--- config.mk ---
export PLATFORM = sky130hd
export DESIGN_NAME = logic_unit_pipe
export DESIGN_NICKNAME = d
export VERILOG_FILES = /design/src/rtl/logic_ops_pkg.sv /design/src/rtl/logic_op_comb.sv /design/src/rtl/logic_unit_pipe.sv
export SDC_FILE = /design/constraint.sdc
export NUM_CORES = 1
export LEC_CHECK = 0
export CORE_ASPECT_RATIO = 1.4
export CORE_MARGIN = 2
export CORE_UTILIZATION = 60
export CTS_BUF_LIST = sky130_fd_sc_hd__clkbuf_8
export DETAILED_ROUTE_END_ITERATION = 12
export PLACE_DENSITY = 0.84
export RECOVER_POWER = 100
export SLEW_MARGIN = 20
export SYNTH_ARGS = -nofsm -noshare
export SYNTH_HDL_FRONTEND = slang
export SYNTH_SLANG_ARGS = --single-unit
export TNS_END_PERCENT = 30
--- constraint.sdc ---
create_clock -name clk -period 7.7 [get_ports clk]
set_input_delay 0.77 -clock clk [delete_from_list [all_inputs] [get_ports clk]]
set_output_delay 0.77 -clock clk [all_outputs]
set_load 0.05 [all_outputs]
--- src/rtl/logic_ops_pkg.sv ---
// Shared op-code encoding and result-flag type for the pipelined logic unit.
package logic_ops_pkg;
  localparam int OP_W = 3;

  typedef logic [OP_W-1:0] op_t;

  localparam op_t OP_AND   = 3'b000;
  localparam op_t OP_OR    = 3'b001;
  localparam op_t OP_XOR   = 3'b010;
  localparam op_t OP_NOR   = 3'b011;
  localparam op_t OP_ANDN  = 3'b100;
  localparam op_t OP_ORN   = 3'b101;
  localparam op_t OP_XNOR  = 3'b110;
  localparam op_t OP_PASSA = 3'b111;

  typedef struct packed {
    logic zero;
    logic ones;
    logic parity;
  } flags_t;

  // Value the flags take while no valid result has been produced since reset.
  localparam flags_t FLAGS_RST = '{zero: 1'b1, ones: 1'b0, parity: 1'b0};
endpackage

--- src/rtl/logic_op_comb.sv ---
// Purely combinational WIDTH-bit logic function, selected by a 3-bit op code.
module logic_op_comb
  import logic_ops_pkg::*;
#(
  parameter int WIDTH = 32
) (
  input  op_t              op,
  input  logic [WIDTH-1:0] a,
  input  logic [WIDTH-1:0] b,
  output logic [WIDTH-1:0] z
);
  always_comb begin
    z = a;
    case (op)
      OP_AND:   z = a & b;
      OP_OR:    z = a | b;
      OP_XOR:   z = a ^ b;
      OP_NOR:   z = ~(a | b);
      OP_ANDN:  z = a & ~b;
      OP_ORN:   z = a | ~b;
      OP_XNOR:  z = ~(a ^ b);
      OP_PASSA: z = a;
      default:  z = a;
    endcase
  end
endmodule

--- src/rtl/logic_unit_pipe.sv ---
// Two-stage valid/ready pipelined logic unit: s1 holds operands, s2 holds the
// result and its flags. in_ready is the only combinational path (from out_ready).
module logic_unit_pipe
  import logic_ops_pkg::*;
#(
  parameter int WIDTH = 32
) (
  input  logic             clk,
  input  logic             rst,
  input  logic             in_valid,
  output logic             in_ready,
  input  logic [WIDTH-1:0] in_a,
  input  logic [WIDTH-1:0] in_b,
  input  logic [OP_W-1:0]  in_op,
  output logic             out_valid,
  input  logic             out_ready,
  output logic [WIDTH-1:0] out_z,
  output logic             out_zero,
  output logic             out_ones,
  output logic             out_parity
);
  logic             s1_valid_q, s1_valid_d;
  op_t              s1_op_q, s1_op_d;
  logic [WIDTH-1:0] s1_a_q, s1_a_d;
  logic [WIDTH-1:0] s1_b_q, s1_b_d;

  logic             s2_valid_q, s2_valid_d;
  logic [WIDTH-1:0] s2_z_q, s2_z_d;
  flags_t           s2_flags_q, s2_flags_d;

  logic             s1_adv, s2_adv;
  logic [WIDTH-1:0] alu_z;

  assign s2_adv   = !s2_valid_q || out_ready;
  assign s1_adv   = !s1_valid_q || s2_adv;
  assign in_ready = s1_adv;

  logic_op_comb #(.WIDTH(WIDTH)) u_op (
    .op (s1_op_q),
    .a  (s1_a_q),
    .b  (s1_b_q),
    .z  (alu_z)
  );

  // Data registers only load on advance with valid data so idle cycles do not toggle them.
  always_comb begin
    s1_valid_d = s1_valid_q;
    s1_op_d    = s1_op_q;
    s1_a_d     = s1_a_q;
    s1_b_d     = s1_b_q;
    if (s1_adv) begin
      s1_valid_d = in_valid;
      if (in_valid) begin
        s1_op_d = in_op;
        s1_a_d  = in_a;
        s1_b_d  = in_b;
      end
    end
  end

  always_comb begin
    s2_valid_d = s2_valid_q;
    s2_z_d     = s2_z_q;
    s2_flags_d = s2_flags_q;
    if (s2_adv) begin
      s2_valid_d = s1_valid_q;
      if (s1_valid_q) begin
        s2_z_d            = alu_z;
        s2_flags_d.zero   = ~|alu_z;
        s2_flags_d.ones   = &alu_z;
        s2_flags_d.parity = ^alu_z;
      end
    end
  end

  always_ff @(posedge clk or posedge rst) begin
    if (rst) begin
      s1_valid_q <= 1'b0;
      s1_op_q    <= OP_AND;
      s1_a_q     <= '0;
      s1_b_q     <= '0;
      s2_valid_q <= 1'b0;
      s2_z_q     <= '0;
      s2_flags_q <= FLAGS_RST;
    end else begin
      s1_valid_q <= s1_valid_d;
      s1_op_q    <= s1_op_d;
      s1_a_q     <= s1_a_d;
      s1_b_q     <= s1_b_d;
      s2_valid_q <= s2_valid_d;
      s2_z_q     <= s2_z_d;
      s2_flags_q <= s2_flags_d;
    end
  end

  assign out_valid  = s2_valid_q;
  assign out_z      = s2_z_q;
  assign out_zero   = s2_flags_q.zero;
  assign out_ones   = s2_flags_q.ones;
  assign out_parity = s2_flags_q.parity;
endmodule

==> reports/qor.txt <==
=================================================================================
Run status                                                           complete, but fails checks
Failing checks                                                       max-capacitance violations, max-slew violations
Leakage power                                                             4.16 nW
Total setup buffers inserted after CTS                                          0
Synth cell types                                                               57
Ratio of routed vias to standard cells                                       5.85
Worst setup EP type                                                      register
Site Rows                                                                      49
Global-route wire length before repair                                   29300 um
Arrival time of the worst setup path                                      5.46 ns
Latest clock arrival within the worst-skew pair                           0.39 ns
Initial standard-cell utilization of the core                               60.7%
ANT nets after route                                                            0
RSZ-0062 raised after global routing                                        false
Final Wtd Congestion                                                        0.907
Post-synthesis net count                                                      940
Pre-CTS worst setup slack                                                 3.72 ns
Syn. warnings                                                                   0
Fmax                                                                      194 MHz
Net count, final                                                             1019
Overall routed net length                                                17800 um
Post-route total power                                                  0.00267 W
Mapped Area                                                           0.00774 mm2
WS Path Type                                                              reg2reg
GRT busiest layer                                                            met2
Met2 capacity usage during global routing                                   45.7%
Total CTS buffers                                                               9
Launching element type of the critical path                              register
Depth of the worst hold-timing path                                             1
Largest net degree at the start of global routing                              79
Initial detailed-routing violation count                                      357
HPWL after detailed placement                                            13800 um
Fin Setup TNS                                                                0 ns
Via count of the first global-routing pass                                   6026
Area of the die                                                        0.0138 mm2
Worst-margin pin slew                                                     3.49 ns
Number of buffers inserted by hold repair at cts                                0
Area of the placeable core                                             0.0128 mm2
Count of final setup violators                                                  0
Power density over cell area                                           298 mW/mm2
Maximum VDD drop                                                           195 uV
Antenna violations before repair                                                0
Final routed DRC violation total                                                0
FF-to-FF path depth                                                            12
Yosys top cell area share                                                   33.3%
Routed vias                                                                  5945
Count of boundary I/O pins                                                    108
I/O Buffers                                                                   107
Async S/R FF share, synth                                                    100%
Critical path data required time                                          8.00 ns
Largest clock skew in the final design                                  0.0129 ns
Final max-slew violation count                                                209
Area delta synth->final                                                     15.4%
Smallest setup slack after layout                                         2.54 ns
Die width                                                                  100 um
Height of the die                                                          138 um
DR WL/cell                                                                17.5 um
Mean Syn Cell Area                                                       9.93 um2
Synth area leaders                                                   sky130_fd_sc_hd__dfrtp_1, sky130_fd_sc_hd__ha_1, sky130_fd_sc_hd__mux2_2, sky130_fd_sc_hd__xnor2_1, sky130_fd_sc_hd__inv_1
Detailed Routing Iterations Pass 1                                              7
Number of flip-flops and latches in the synthesized netlist                   104
Total routing resource utilization after global routing                     26.6%
Post-route non-filler standard cell count                                    1017
Cell type contributing the most total cell area after synthesis      sky130_fd_sc_hd__dfrtp_1
Sinks on Clock Net                                                            104
Slew headroom                                                               -132%
Overflow left after global routing                                              0
CTS H-tree lvls                                                                 3
Maximum capacitance violations                                                  4
Number of placed instances with taps included                                1001
Class of the worst hold path                                              reg2reg
Portion of the post-synthesis area used by sequential elements              33.6%
Count of flip-flops with a built-in enable after synthesis                      0
Buffer cell driving the clock tree root                              sky130_fd_sc_hd__clkbuf_8
GR met1 Demand/Resource                                                     33.0%
CTS Buffer Depth                                                                2
Number of cells produced by synthesis                                         780
CP max FO                                                                      33
Post-CTS Resized                                                                0
Final Cycle Share                                                           67.0%
Final Hold Vio Count                                                            0
Ratio of cells with drive above 1 in the final layout                       13.3%
Top flip-flop cell by instance count after synthesis                 sky130_fd_sc_hd__dfrtp_1
CTS tree                                                                     done
Antenna diodes                                                                  0
Register clock-pin slew on the reported worst setup and hold paths        0.09 ns
Met3 capacity usage during global routing                                   3.69%
Final critical-path required period                                       5.16 ns
=================================================================================
==> per-stage QoR <==
stage	area [um2]	utilization [%]	hold slack, ns
2_1_floorplan	7740	-	0.457
3_3_place_gp	8770	68.8	0.463
3_5_place_dp	8770	68.8	0.470
4_1_cts	8960	70.3	0.492
5_1_grt	8940	70.1	0.507
6_report	8940	70.1	0.479
==> final timing paths <==
path,startpoint,to,slack (ns)
max in group asynchronous,rst,s1_a_q[27]$_DFFE_PP0P_,2.83
min in group asynchronous,rst,s1_b_q[16]$_DFFE_PP0P_,1.41
worst min-delay path,out_z[0]$_DFFE_PP0P_,out_z[0]$_DFFE_PP0P_,0.48
worst max register to register,s1_op_q[1]$_DFFE_PP0P_,out_zero$_DFFE_PP1P_,2.54
worst max-delay path,s1_op_q[1]$_DFFE_PP0P_,out_zero$_DFFE_PP1P_,2.54
worst min register to register,out_z[0]$_DFFE_PP0P_,out_z[0]$_DFFE_PP0P_,0.48
==> per-layer routing <==
layer	wire, um	vias to the layer above
li1	-	2822
met1	7030	2872
met2	9240	203
met3	946	48
met4	623	0
met5	0	-
==> synthesized netlist by cell type (3+ instances only) <==
| cell type | instances |
|---|---|
| sky130_fd_sc_hd__a211o_1 | 4 |
| sky130_fd_sc_hd__a211oi_1 | 5 |
| sky130_fd_sc_hd__a21oi_1 | 23 |
| sky130_fd_sc_hd__a221oi_1 | 4 |
| sky130_fd_sc_hd__a222oi_1 | 3 |
| sky130_fd_sc_hd__a22o_1 | 4 |
| sky130_fd_sc_hd__a22oi_1 | 4 |
| sky130_fd_sc_hd__a311oi_1 | 3 |
| sky130_fd_sc_hd__a31oi_1 | 3 |
| sky130_fd_sc_hd__buf_2 | 12 |
| sky130_fd_sc_hd__buf_4 | 12 |
| sky130_fd_sc_hd__buf_6 | 8 |
| sky130_fd_sc_hd__clkbuf_1 | 13 |
| sky130_fd_sc_hd__dfrtp_1 | 103 |
| sky130_fd_sc_hd__ha_1 | 89 |
| sky130_fd_sc_hd__inv_1 | 89 |
| sky130_fd_sc_hd__mux2_2 | 84 |
| sky130_fd_sc_hd__mux2i_1 | 8 |
| sky130_fd_sc_hd__mux4_2 | 6 |
| sky130_fd_sc_hd__nand2_1 | 60 |
| sky130_fd_sc_hd__nand2b_1 | 10 |
| sky130_fd_sc_hd__nand3_1 | 15 |
| sky130_fd_sc_hd__nand4_1 | 5 |
| sky130_fd_sc_hd__nor2_1 | 25 |
| sky130_fd_sc_hd__nor2b_1 | 12 |
| sky130_fd_sc_hd__nor3_1 | 5 |
| sky130_fd_sc_hd__nor4_1 | 3 |
| sky130_fd_sc_hd__o211ai_1 | 8 |
| sky130_fd_sc_hd__o21ai_0 | 44 |
| sky130_fd_sc_hd__o21bai_1 | 5 |
| sky130_fd_sc_hd__o22ai_1 | 7 |
| sky130_fd_sc_hd__o32ai_1 | 3 |
| sky130_fd_sc_hd__xnor2_1 | 40 |
| sky130_fd_sc_hd__xor2_1 | 31 |
==> layout by cell type, fill, tap and decap left out, drive strengths merged, types with 7 or more instances in the layout <==
cell	Yosys	layout
clkdlybuf4s50	0	68
nand2b	10	10
xor2	32	32
dfrtp	103	103
mux2	84	84
dlygate4sd3	0	39
inv	89	91
xnor2	40	40
o22ai	7	7
nor2b	12	12
nor2	25	25
nand2	60	60
ha	89	89
a21oi	24	24
clkbuf	14	12
nand3	15	15
o21ai	46	46
mux2i	8	8
o211ai	8	8
==> sequential cells by signal, indices dropped and copies added, names as in the netlist <==
register,count
s1_a_q,32
out_parity,1
s1_b_q,32
out_zero,1
s1_op_q,3
out_z,32
out_ones,1
s1_valid_q,1
out_valid,1
==> cell type report <==
class	instances	area [um2]
Clock buffer	9	124
Clock inverter	7	66.3
Fill cell	971	3810
Inverter	89	335
Multi-Input combinational cell	541	4510
Sequential cell	104	2610
Tap cell	153	191
Timing Repair Buffer	114	1110
==> where the power goes <==
part           switching, W  total [W]  internal (W)
registers          0.000118   0.000789      0.000671
clock network      0.000189   0.000337      0.000148
logic              0.000874    0.00154      0.000665
==> worst max-delay path, stage by stage, from the launching register on <==
cell and delay (ns):
sky130_fd_sc_hd__dfrtp_1 0.90, sky130_fd_sc_hd__clkbuf_1 1.16, sky130_fd_sc_hd__or2_0 0.69, sky130_fd_sc_hd__nand2_1 0.25
sky130_fd_sc_hd__a22o_1 0.32, sky130_fd_sc_hd__a221oi_1 0.25, sky130_fd_sc_hd__a211o_1 0.21, sky130_fd_sc_hd__ha_1 0.16
sky130_fd_sc_hd__nand4_1 0.09, sky130_fd_sc_hd__nor4_1 0.43, sky130_fd_sc_hd__and4b_1 0.27, sky130_fd_sc_hd__nand4bb_1 0.12
sky130_fd_sc_hd__o31ai_2 0.19
==> cells by family (layout without fill, tap and decap cells) <==
| family | Yosys count | count (layout) | share of synthesized area, % |
|---|---|---|---|
| AOI/OAI and AO/OA | 137 | 137 | 11.7 |
| muxes | 98 | 98 | 15.0 |
| xor gates and xnor gates | 72 | 72 | 8.24 |
| and+or+nand+nor | 145 | 145 | 8.92 |
| buffers and inverters | 135 | 219 | 8.11 |
| adders and majority gates | 89 | 89 | 14.4 |
| DFF | 104 | 104 | 33.6 |
Power figures use the tool's default switching activity.
